## config.mk

```make
export PLATFORM = sky130hd
export DESIGN_NAME = program_loader_flat
export DESIGN_NICKNAME = d
export VERILOG_FILES = /design/src/rtl/mips_pkg.sv /design/src/rtl/program_loader_if.sv /design/src/rtl/loader_word_assembler.sv /design/src/rtl/program_loader.sv /design/src/flat_wrapper.sv
export SDC_FILE = /design/constraint.sdc
export NUM_CORES = 1
export LEC_CHECK = 0
export BUFFER_PORTS_ARGS = -buffer_cell sky130_fd_sc_hd__buf_2
export CELL_PAD_IN_SITES_DETAIL_PLACEMENT = 1
export CELL_PAD_IN_SITES_GLOBAL_PLACEMENT = 1
export CORE_ASPECT_RATIO = 0.75
export CORE_MARGIN = 5
export CORE_UTILIZATION = 40
export DETAILED_ROUTE_END_ITERATION = 7
export PLACE_DENSITY = 0.8
export SYNTH_ARGS = -nofsm -noshare
export SYNTH_HDL_FRONTEND = slang
export SYNTH_HIERARCHICAL = 1
export SYNTH_SLANG_ARGS = --single-unit
```

## constraint.sdc

```tcl
create_clock -name i_clk -period 7.7 [get_ports i_clk]
set_clock_uncertainty 0.1 [all_clocks]
set_input_delay 0.385 -clock i_clk [delete_from_list [all_inputs] [get_ports i_clk]]
set_output_delay 0.385 -clock i_clk [all_outputs]
set_load 0.05 [all_outputs]
```

## src/rtl/mips_pkg.sv

```systemverilog
// rtl/mips_pkg.sv - shared loader state encoding, HALT word and width defaults
package mips_pkg;

    localparam int DEF_NB_INSTRUC = 32;
    localparam int DEF_NB_BYTE    = 8;

    localparam logic [31:0] HALT_WORD = 32'hFFFF_FFFF;

    typedef enum logic [2:0] {
        ST_IDLE,
        ST_LOAD,
        ST_WRITE,
        ST_DONE,
        ST_ERROR,
        ST_CHECK
    } state_e;

endpackage

```

## src/rtl/program_loader_if.sv

```systemverilog
// rtl/program_loader_if.sv - byte stream in / program memory write bus out
interface program_loader_if #(
    parameter int NB_INSTRUC = 32,
    parameter int NB_BYTE    = 8,
    parameter int NB_PADDR   = 11
);

    logic [NB_BYTE-1:0]    i_rx_data;
    logic                  i_rx_valid;
    logic                  o_wr_en;
    logic [NB_PADDR-1:0]   o_wr_addr;
    logic [NB_INSTRUC-1:0] o_wr_data;

    modport master (
        input  i_rx_data,
        input  i_rx_valid,
        output o_wr_en,
        output o_wr_addr,
        output o_wr_data
    );

    modport slave (
        output i_rx_data,
        output i_rx_valid,
        input  o_wr_en,
        input  o_wr_addr,
        input  o_wr_data
    );

endinterface

```

## src/rtl/loader_word_assembler.sv

```systemverilog
// rtl/loader_word_assembler.sv - big-endian byte-to-word shifter with word_valid pulse
module loader_word_assembler #(
    parameter int NB_INSTRUC = 32,
    parameter int NB_BYTE    = 8
) (
    input  logic                  i_clk,
    input  logic                  i_rst,
    input  logic                  i_clear,
    input  logic                  i_en,
    input  logic [NB_BYTE-1:0]    i_byte,
    input  logic                  i_byte_valid,
    output logic                  o_word_valid,
    output logic [NB_INSTRUC-1:0] o_word
);

    localparam int BYTES  = NB_INSTRUC / NB_BYTE;
    localparam int NB_CNT = $clog2(BYTES);

    logic [NB_CNT-1:0]     cnt_q, cnt_d;
    logic [NB_INSTRUC-1:0] shift_q, shift_d;
    logic                  take;

    assign take = i_en && i_byte_valid;

    // Word including the byte currently on the input, so the owner can register it on the last strobe
    assign o_word       = {shift_q[NB_INSTRUC-NB_BYTE-1:0], i_byte};
    assign o_word_valid = take && (cnt_q == NB_CNT'(BYTES - 1));

    always_comb begin
        cnt_d   = cnt_q;
        shift_d = shift_q;
        if (i_clear) begin
            cnt_d   = '0;
            shift_d = '0;
        end else if (take) begin
            shift_d = o_word;
            cnt_d   = o_word_valid ? '0 : cnt_q + NB_CNT'(1);
        end
    end

    always_ff @(posedge i_clk or posedge i_rst) begin
        if (i_rst) begin
            cnt_q   <= '0;
            shift_q <= '0;
        end else begin
            cnt_q   <= cnt_d;
            shift_q <= shift_d;
        end
    end

endmodule

```

## src/rtl/program_loader.sv

```systemverilog
// rtl/program_loader.sv - fills program memory from a byte stream, holds CPU in reset; PROGRAM_LOADER_CHECKSUM_EN adds XOR check
module program_loader #(
    parameter int NB_INSTRUC        = mips_pkg::DEF_NB_INSTRUC,
    parameter int NB_BYTE           = mips_pkg::DEF_NB_BYTE,
    parameter int RAM_DEPTH_PROGRAM = 2048,
    parameter int NB_PADDR          = $clog2(RAM_DEPTH_PROGRAM),
    parameter logic [NB_INSTRUC-1:0] HALT_WORD = mips_pkg::HALT_WORD
) (
    input  logic                i_clk,
    input  logic                i_rst,
    input  logic                i_start,
    program_loader_if.master    bus,
    output logic [NB_PADDR:0]   o_word_count,
    output logic                o_busy,
    output logic                o_done,
    output logic                o_error,
    output logic                o_cpu_rst
);

    import mips_pkg::*;

    state_e                state_q, state_d;
    logic [NB_PADDR-1:0]   index_q, index_d;
    logic [NB_PADDR:0]     count_q, count_d;
    logic                  wr_en_q, wr_en_d;
    logic [NB_PADDR-1:0]   wr_addr_q, wr_addr_d;
    logic [NB_INSTRUC-1:0] wr_data_q, wr_data_d;
`ifdef PROGRAM_LOADER_CHECKSUM_EN
    logic [NB_BYTE-1:0]    xor_q, xor_d;
`endif

    logic                  start_ok;
    logic                  wr_halt;
    logic                  wr_last;
    logic                  wr_continue;
    logic                  asm_en;
    logic                  asm_word_valid;
    logic [NB_INSTRUC-1:0] asm_word;

    assign start_ok = i_start &&
                      (state_q == ST_IDLE || state_q == ST_DONE || state_q == ST_ERROR);
    assign wr_halt  = (wr_data_q == HALT_WORD);
    assign wr_last  = (wr_addr_q == NB_PADDR'(RAM_DEPTH_PROGRAM - 1));

    // A byte arriving during WRITE belongs to the next word only when loading continues
    assign wr_continue = (state_q == ST_WRITE) && !wr_halt && !wr_last;
    assign asm_en      = (state_q == ST_LOAD) || wr_continue;

    loader_word_assembler #(
        .NB_INSTRUC (NB_INSTRUC),
        .NB_BYTE    (NB_BYTE)
    ) u_asm (
        .i_clk        (i_clk),
        .i_rst        (i_rst),
        .i_clear      (start_ok),
        .i_en         (asm_en),
        .i_byte       (bus.i_rx_data),
        .i_byte_valid (bus.i_rx_valid),
        .o_word_valid (asm_word_valid),
        .o_word       (asm_word)
    );

    always_comb begin
        state_d   = state_q;
        index_d   = index_q;
        count_d   = count_q;
        wr_en_d   = 1'b0;
        wr_addr_d = wr_addr_q;
        wr_data_d = wr_data_q;
`ifdef PROGRAM_LOADER_CHECKSUM_EN
        xor_d     = xor_q;
        if (asm_en && bus.i_rx_valid) begin
            xor_d = xor_q ^ bus.i_rx_data;
        end
`endif
        case (state_q)
            ST_IDLE, ST_DONE, ST_ERROR: begin
                if (start_ok) begin
                    state_d = ST_LOAD;
                    index_d = '0;
                    count_d = '0;
`ifdef PROGRAM_LOADER_CHECKSUM_EN
                    xor_d   = '0;
`endif
                end
            end
            ST_LOAD: begin
                if (asm_word_valid) begin
                    state_d   = ST_WRITE;
                    wr_en_d   = 1'b1;
                    wr_addr_d = index_q;
                    wr_data_d = asm_word;
                    count_d   = count_q + (NB_PADDR + 1)'(1);
                end
            end
            ST_WRITE: begin
                if (wr_halt) begin
`ifdef PROGRAM_LOADER_CHECKSUM_EN
                    // Checksum byte may already be on the line in the HALT write cycle
                    if (bus.i_rx_valid) begin
                        state_d = (bus.i_rx_data == xor_q) ? ST_DONE : ST_ERROR;
                    end else begin
                        state_d = ST_CHECK;
                    end
`else
                    state_d = ST_DONE;
`endif
                end else if (wr_last) begin
                    state_d = ST_ERROR;
                end else begin
                    state_d = ST_LOAD;
                    index_d = index_q + NB_PADDR'(1);
                end
            end
`ifdef PROGRAM_LOADER_CHECKSUM_EN
            ST_CHECK: begin
                if (bus.i_rx_valid) begin
                    state_d = (bus.i_rx_data == xor_q) ? ST_DONE : ST_ERROR;
                end
            end
`endif
            default: state_d = ST_IDLE;
        endcase
    end

    always_ff @(posedge i_clk or posedge i_rst) begin
        if (i_rst) begin
            state_q   <= ST_IDLE;
            index_q   <= '0;
            count_q   <= '0;
            wr_en_q   <= 1'b0;
            wr_addr_q <= '0;
            wr_data_q <= '0;
`ifdef PROGRAM_LOADER_CHECKSUM_EN
            xor_q     <= '0;
`endif
        end else begin
            state_q   <= state_d;
            index_q   <= index_d;
            count_q   <= count_d;
            wr_en_q   <= wr_en_d;
            wr_addr_q <= wr_addr_d;
            wr_data_q <= wr_data_d;
`ifdef PROGRAM_LOADER_CHECKSUM_EN
            xor_q     <= xor_d;
`endif
        end
    end

    assign bus.o_wr_en   = wr_en_q;
    assign bus.o_wr_addr = wr_addr_q;
    assign bus.o_wr_data = wr_data_q;
    assign o_word_count  = count_q;
    assign o_busy        = (state_q == ST_LOAD) || (state_q == ST_WRITE) || (state_q == ST_CHECK);
    assign o_done        = (state_q == ST_DONE);
    assign o_error       = (state_q == ST_ERROR);
    assign o_cpu_rst     = (state_q != ST_DONE);

endmodule

```

## src/flat_wrapper.sv

```systemverilog
// flat-port wrapper written by rule: the top's interface ports become plain ports
module program_loader_flat import mips_pkg::*;
#(
    parameter int NB_INSTRUC        = mips_pkg::DEF_NB_INSTRUC,
    parameter int NB_BYTE           = mips_pkg::DEF_NB_BYTE,
    parameter int RAM_DEPTH_PROGRAM = 2048,
    parameter int NB_PADDR          = $clog2(RAM_DEPTH_PROGRAM),
    parameter logic [NB_INSTRUC-1:0] HALT_WORD = mips_pkg::HALT_WORD
)
  (i_clk, i_rst, i_start, o_word_count, o_busy, o_done, o_error, o_cpu_rst, bus_i_rx_data, bus_i_rx_valid, bus_o_wr_en, bus_o_wr_addr, bus_o_wr_data);
  program_loader_if #(.NB_INSTRUC(NB_INSTRUC), .NB_BYTE(NB_BYTE), .NB_PADDR(NB_PADDR)) bus_i ();
  input  logic i_clk;
  input  logic i_rst;
  input  logic i_start;
  output logic [NB_PADDR:0] o_word_count;
  output logic o_busy;
  output logic o_done;
  output logic o_error;
  output logic o_cpu_rst;
  input wire logic [$bits(bus_i.i_rx_data)-1:0] bus_i_rx_data;
  input wire logic [$bits(bus_i.i_rx_valid)-1:0] bus_i_rx_valid;
  output wire logic [$bits(bus_i.o_wr_en)-1:0] bus_o_wr_en;
  output wire logic [$bits(bus_i.o_wr_addr)-1:0] bus_o_wr_addr;
  output wire logic [$bits(bus_i.o_wr_data)-1:0] bus_o_wr_data;
  assign bus_i.i_rx_data = bus_i_rx_data;
  assign bus_i.i_rx_valid = bus_i_rx_valid;
  assign bus_o_wr_en = bus_i.o_wr_en;
  assign bus_o_wr_addr = bus_i.o_wr_addr;
  assign bus_o_wr_data = bus_i.o_wr_data;
  program_loader #(.NB_INSTRUC(NB_INSTRUC), .NB_BYTE(NB_BYTE), .RAM_DEPTH_PROGRAM(RAM_DEPTH_PROGRAM), .NB_PADDR(NB_PADDR), .HALT_WORD(HALT_WORD)) u_core (.i_clk(i_clk), .i_rst(i_rst), .i_start(i_start), .bus(bus_i), .o_word_count(o_word_count), .o_busy(o_busy), .o_done(o_done), .o_error(o_error), .o_cpu_rst(o_cpu_rst));
endmodule
```

==> results of run 1 <==
cell type report:
| type | instances | area (um^2) | share of cell area, % |
|---|---|---|---|
| multi-input combinational | 237 | 1900 | 36.6 |
| sequential | 96 | 2400 | 46.2 |
| clock buffer | 10 | 239 | 4.60 |
| clock inverter | 6 | 67.6 | 1.30 |
| timing repair buffer | 75 | 385 | 7.42 |
| inverter | 6 | 22.5 | 0.433 |
| tap | 140 | 175 | 3.37 |
cells by family after synthesis:
logic type / after synthesis / share of synthesized area, %
compound gates: 51 / 8.82
xor+xnor: 8 / 1.56
fa+ha+maj: 3 / 0.838
buf+inv: 30 / 4.08
flops: 96 / 53.6
mux: 63 / 15.4
simple gates: 112 / 15.7
worst register-to-register path, cell delays in order (launching register included):
cell      delay [ps]
dfrtp_1          530
and2b_1          220
nand2b_1         270
nor2_1           180
nand2_1           90
a21oi_1          150
buf_4            210
and3_1           210
nor2b_1          230
nor2b_4          580
buf_4            440
mux2_2           390
flip-flops by register name (all words and copies together) (netlist names):
register / flops
u_core/bus.o_wr_addr: 11
u_core/bus.o_wr_data: 32
u_core/bus.o_wr_en: 1
u_core/index_q: 11
u_core/o_word_count: 12
u_core/state_q: 3
u_core/u_asm/cnt_q: 2
u_core/u_asm/shift_q: 24
how the worst max path moves through the flow:
stage                                        from                      end  cells after the start
after detailed placement        u_core/state_q[1]  u_core/bus.o_wr_addr[2]                     11
final                           u_core/state_q[1]  u_core/bus.o_wr_addr[6]                     11
after global routing            u_core/state_q[1]  u_core/bus.o_wr_addr[2]                     11
after CTS                       u_core/state_q[1]  u_core/bus.o_wr_addr[2]                     11
after global placement          u_core/state_q[1]  u_core/bus.o_wr_addr[0]                     11
after floorplan           u_core/bus.o_wr_data[9]  u_core/bus.o_wr_addr[0]                     12
routing by layer:
layer / part of all wire, % / GRT usage [%] / wire (um)
met4: 1.4 / 4.62 / 145
met3: 4.7 / 4.57 / 496
met2: 49 / 27.8 / 5220
met5: 0 / 0 / 0
met1: 45 / 20.5 / 4760
cells in the mapped netlist (all sizes together) (2+ instances only):
cell type	n	area, um^2
a21oi	12	71.3
a31o	2	17.5
a31oi	8	83.8
a41oi	3	26.3
and2	3	18.8
and3	7	43.8
and4	2	17.5
buf	21	149
clkbuf	3	11.3
dfrtp	96	2400
ha	3	37.5
inv	6	22.5
mux2	44	495
mux2i	19	194
nand2	17	66.3
nand2b	27	171
nand3	5	37.5
nand4	15	93.8
nand4b	9	78.8
nor2	13	51.3
nor2b	5	31.3
nor3	2	15.0
nor4	2	42.5
o21a	5	37.5
o21ai	14	70.1
or3	2	12.5
xor2	8	70.1
power groups by stage:
stage          Clock [mW]  Combinational (mW)  Sequential, mW
3_5_place_dp            0                1.02           0.882
2_1_floorplan           0               0.436            1.21
4_1_cts             0.473                1.03           0.876
3_3_place_gp            0                1.00           0.869
5_1_grt             0.493                1.08           0.904
6_report            0.456                1.02           0.874
metrics by stage:
step	area (um^2)	cells	hold WS, ps
final	5200	570	167
after global routing	5200	570	194
after CTS	5200	570	185
after detailed placement	4890	554	388
after global placement	4890	554	374
after floorplan	4480	363	325
layout by cell type (no fill, tap or decap), types with 2 or more instances in the layout:
| cell type | Yosys | final |
|---|---|---|
| dfrtp_1 | 96 | 96 |
| buf_2 | 8 | 71 |
| mux2_2 | 43 | 43 |
| nand2b_1 | 26 | 26 |
| mux2i_1 | 18 | 18 |
| nand2_1 | 16 | 16 |
| nand4_1 | 15 | 15 |
| nor2_1 | 12 | 12 |
| clkbuf_16 | 0 | 9 |
| a21oi_1 | 9 | 9 |
| nand4b_1 | 9 | 9 |
| o21ai_1 | 9 | 9 |
| xor2_1 | 8 | 8 |
| and3_1 | 7 | 7 |
| o21a_1 | 5 | 5 |
| inv_1 | 6 | 5 |
| o21ai_0 | 5 | 5 |
| nand3_1 | 4 | 4 |
| nor2b_1 | 5 | 4 |
| a31oi_1 | 4 | 4 |
| buf_4 | 10 | 4 |
| a41oi_1 | 3 | 3 |
| a31oi_2 | 3 | 3 |
| a21oi_2 | 3 | 3 |
| and2_1 | 3 | 3 |
| ha_1 | 3 | 3 |
| clkinvlp_4 | 0 | 2 |
| nor4_4 | 2 | 2 |
| or3_1 | 2 | 2 |
| and4_1 | 2 | 2 |
| a31o_2 | 2 | 2 |
==> qor.yml, run 1 <==
power.share.combinational_pct: 43.4
tightest_slew_ps: 1030
path_class: "register to register"
pwr-share-clk_pct: 19.4
critPathSlowestCell: "nor2b_4"
die_h_um: 102
insertion_delay_ps: 350
endpoint_kind: "register"
hold_class: "input pin to async pin"
numCtsBuffers: 9
worstPathArrival_ps: 3830
grt_setup_unrepaired: "no"
grt_pass1_vias: 3346
cp_common_cell: "buf_4"
start_util_pct: 41.0
synthFlopType: "dfrtp_1"
root_buffer: "clkbuf_16"
antennaDiodeCount: 0
grt_pass1_wl_um: 17400
area_delta_synth_final_pct: 15.9
r2r-start: "u_core/state_q[1]"
fp-row-count: 33
vias_per_cell: 5.39
ir_drop_mv: 0.280
swShare_pct: 45.6
max_freq_mhz: 270
required_ps: 7830
cap_violations: 0
ys_warn_count: 6
ys_ff_latch: 96
post-place-ws_ps: 4010
grt_remaining_overflow: 0
grt_max_degree: 71
internal_power_mw: 1.28
setup_viol: 0
drc: 0
postCtsHoldBufs: 0
p_total_mw: 2.35
hold_viol_final: 0
rr_worst_depth: 11
layout-drive-gt1-share_pct: 36.3
startpoint_type: "register"
cts_setup_buffers: 0
p_seq_share_pct: 37.2
min_period_over_period_pct: 48.2
layout_setup_ws_ps: 3990
drv_slew: 0
reg2reg_slack_ps: 3990
nFillCells: 1145
cpPeakStageDelay_ps: 580
vias: 3074
outcome: "completed"
worstReg2RegEnd: "u_core/bus.o_wr_addr[6]"
grt_use_total_pct: 16.3
p_leak_nw: 2.49
ant_nets: 0
cts_max_level: 3
switchingPower_mw: 1.07
avgSynthCellArea_um2: 12.3
crit_fanout: 24
clk_path_buf_depth: 2
syn-cell-area_mm2: 0.00448
synth_fp_nets: 378
chipWidth_um: 132
layout.nets: 440
io_pins: 72
cp_top_family: "simple AND/OR/NAND/NOR gates"
slew_headroom_pct: 31.5
cts_resized: 0
clkSlewWorstSetupHoldPaths_ps: 60
synth-async-reset-ratio_pct: 100
antenna_found_initial: 0
powerDensity_mw_per_mm2: 452
drtIter0Drc: 149
wl_per_cell_um: 18.6
tritoncts: "done"
dp_hpwl_um: 7360
fp.coreArea_mm2: 0.0109
yosysSeqAreaShare_pct: 53.6
postSynthCellCount: 363
period_needed_ps: 3710
ys_types: 50
fin_tns_setup_ps: 0
synth_edf_count: 0
fin_util_pct: 47.5
crit_buf_inv: 2
dieArea_mm2: 0.0134
port_buffers: 71
wirelength_um: 10600
critical_path.cell_chain: "and2b_1 > nand2b_1 > nor2_1 > nand2_1 > a21oi_1 > buf_4 > and3_1 > nor2b_1 > nor2b_4 > buf_4 > mux2_2"
cts_sinks: 96
drt-pass1-iter-count: 4
gp_congestion: 0.787
(Power assumes the default switching activity.)
==> inputs of run 2 (changes only) <==
==> constraint.sdc (replaced) <==
create_clock -name i_clk -period 3.65 [get_ports i_clk]
set_clock_uncertainty 0.1 [all_clocks]
set_input_delay 0.1825 -clock i_clk [delete_from_list [all_inputs] [get_ports i_clk]]
set_output_delay 0.1825 -clock i_clk [all_outputs]
set_load 0.05 [all_outputs]
==> run 2 against run 1 <==
Against the previous run:
- cell count is 1.4% higher
- final area grew 1.1%
- die area unchanged
- utilization increased by 0.54 points
- worst setup slack worse by 3600 ps
- sequential share of layout area fell by 0.52 points
- highest routed layer unchanged
- sequential power grew 110%
- global-route usage increased by 0.52 points
- first-iteration DRC count shrank 2.0%
- sequential cell count did not move
- via count increased by 1.2%
==> qor.yml, run 2 (synthesis results as in run 1) <==
largest_reg_flops: 32  # unchanged
drv_slew: 0  # unchanged
grt_use_total_pct: 16.8  # was 16.3%
ir_drop_mv: 0.493  # was 0.280 mV
area_delta_synth_final_pct: 17.3  # was 15.9%
startpoint_type: "register"  # unchanged
p_seq_share_pct: 38.0  # was 37.2%
io_pins: 72  # unchanged
internal_power_mw: 2.63  # was 1.28 mW
switchingPower_mw: 2.23  # was 1.07 mW
hold_viol_final: 0  # unchanged
ant_nets: 0  # unchanged
wirelength_um: 10900  # was 10,600 um
grt_max_degree: 46  # was 71
grt_pass1_vias: 3477  # was 3,346
setup_viol: 0  # unchanged
rr_worst_depth: 10  # was 11
final_common_cell: "dfrtp_1"  # unchanged
grt_pass1_wl_um: 18100  # was 17,400 um
die_h_um: 102  # unchanged
numCtsBuffers: 9  # unchanged
worstReg2RegEnd: "u_core/bus.o_wr_data[25]"  # was u_core/bus.o_wr_addr[6]
period_needed_ps: 3270  # was 3710 ps
endpoint_kind: "register"  # unchanged
cts_setup_buffers: 0  # unchanged
worstPathArrival_ps: 3390  # was 3830 ps
p_leak_nw: 2.52  # was 2.49 nW
required_ps: 3770  # was 7830 ps
clk_path_buf_depth: 2  # unchanged
hold_class: "input pin to register"  # was input pin to async pin
grt_remaining_overflow: 0  # unchanged
max_freq_mhz: 306  # was 270 MHz
nFillCells: 1169  # was 1,145
port_buffers: 71  # unchanged
layout_common_cells: "dfrtp_1 (96), buf_2 (71), mux2_2 (43)"  # unchanged
fp-row-count: 33  # unchanged
hold_path.startpoint: "i_start"
layout-drive-gt1-share_pct: 34.7  # was 36.3%
drt-pass1-iter-count: 4  # unchanged
start_util_pct: 41.0  # unchanged
drtIter0Drc: 146  # was 149
outcome: "completed"  # unchanged
power.share.combinational_pct: 44.6  # was 43.4%
swShare_pct: 45.9  # was 45.6%
dieArea_mm2: 0.0134  # unchanged
antenna_found_initial: 0  # unchanged
chipWidth_um: 132  # unchanged
powerDensity_mw_per_mm2: 926  # was 452 mW/mm^2
dp_hpwl_um: 7530  # was 7360 um
root_buffer: "clkbuf_16"  # unchanged
fin_util_pct: 48.0  # was 47.5%
clkSlewWorstSetupHoldPaths_ps: 60  # about the same
slew_headroom_pct: 30.1  # was 31.5%
reg2reg_slack_ps: 380  # was 3990 ps
gp_congestion: 0.802  # was 0.787
crit_fanout: 33  # was 24
grt_setup_unrepaired: "no"  # unchanged
cts_resized: 0  # unchanged
holdPathEnd: "u_core/state_q[2]"
vias: 3112  # was 3,074
layout.nets: 450  # was 440
fp.coreArea_mm2: 0.0109  # unchanged
cts_sinks: 96  # unchanged
wl_per_cell_um: 18.8  # was 18.6 um
cts_max_level: 3  # unchanged
antennaDiodeCount: 0  # unchanged
tightest_slew_ps: 1050  # was 1030 ps
pwr-share-clk_pct: 17.4  # was 19.4%
path_class: "register to register"  # unchanged
fin_tns_setup_ps: 0  # unchanged
whs_path_depth: 2
tritoncts: "done"  # unchanged
min_period_over_period_pct: 89.5  # was 48.2%
vias_per_cell: 5.38  # was 5.39
cap_violations: 0  # unchanged
insertion_delay_ps: 340  # was 350 ps
r2r-start: "u_core/state_q[1]"  # unchanged
drc: 0  # unchanged
## run 2: metal layers
layer | GRT usage, % | up-vias | part of all wire (%)
met5 | 0 | - | 0
met2 | 28.2 | 52 | 48
met1 | 22.2 | 1612 | 47
met3 | 4.07 | 11 | 4.1
li1 | - | 1437 | -
met4 | 4.23 | 0 | 1.0
## run 2: repair_timing
item | in CTS | in global routing
endpoints found under the hold margin | 42 | 0
hold buffers | 9 | 0
endpoints found under the setup margin | 0 | 0
## run 2: cell type report
type	instances	area, um^2	share of cell area [%]
Sequential cell	96	2400	45.7
Multi-Input combinational cell	237	1900	36.2
Timing Repair Buffer	85	495	9.43
Clock buffer	13	250	4.76
Tap cell	140	175	3.33
Inverter	6	22.5	0.429
Clock inverter	1	5.00	0.0952
## run 2: worst max-delay path, cell delays in order, from the launching register on
cell and delay (ps):
dfrtp_1 520, and2b_1 210, nand2b_1 280, nor2_1 190, nand2_1 90, a21oi_1 170, and3_1 210, nor2b_1 280
nor2b_4 460, buf_12 270, mux2_2 370
## run 2: power groups by stage
| stage | Combinational (mW) | Sequential (mW) | Clock (mW) |
|---|---|---|---|
| 3_5_place_dp | 2.18 | 1.86 | 0 |
| 2_1_floorplan | 0.921 | 2.55 | 0 |
| 6_report | 2.17 | 1.85 | 0.846 |
| 4_1_cts | 2.20 | 1.85 | 0.872 |
| 3_3_place_gp | 2.13 | 1.83 | 0 |
| 5_1_grt | 2.31 | 1.92 | 0.915 |
## run 2: per-stage QoR
step / area [um^2] / total power, mW / cells / hold slack, ps / worst slack (ps)
6_report: 5260 / 4.87 / 578 / 57.7 / 384
5_1_grt: 5260 / 5.15 / 578 / 61.8 / 181
4_1_cts: 5260 / 4.92 / 578 / 39.5 / 376
3_5_place_dp: 4910 / 4.04 / 555 / 286 / 438
3_3_place_gp: 4910 / 3.96 / 555 / 273 / 634
2_1_floorplan: 4480 / 3.47 / 363 / 123 / 661
## run 2: how the worst max path moves through the flow
| stage | cells after the start | start | end | slack [ps] |
|---|---|---|---|---|
| detailed placement | 10 | u_core/state_q[1] | u_core/bus.o_wr_data[25] | 440 |
| global placement | 10 | u_core/state_q[1] | u_core/bus.o_wr_data[26] | 630 |
| floorplan | 12 | u_core/bus.o_wr_data[9] | u_core/bus.o_wr_addr[0] | 660 |
| CTS | 10 | u_core/state_q[1] | u_core/bus.o_wr_data[25] | 380 |
| finish | 10 | u_core/state_q[1] | u_core/bus.o_wr_data[25] | 380 |
| global route | 10 | u_core/state_q[1] | u_core/bus.o_wr_data[9] | 180 |
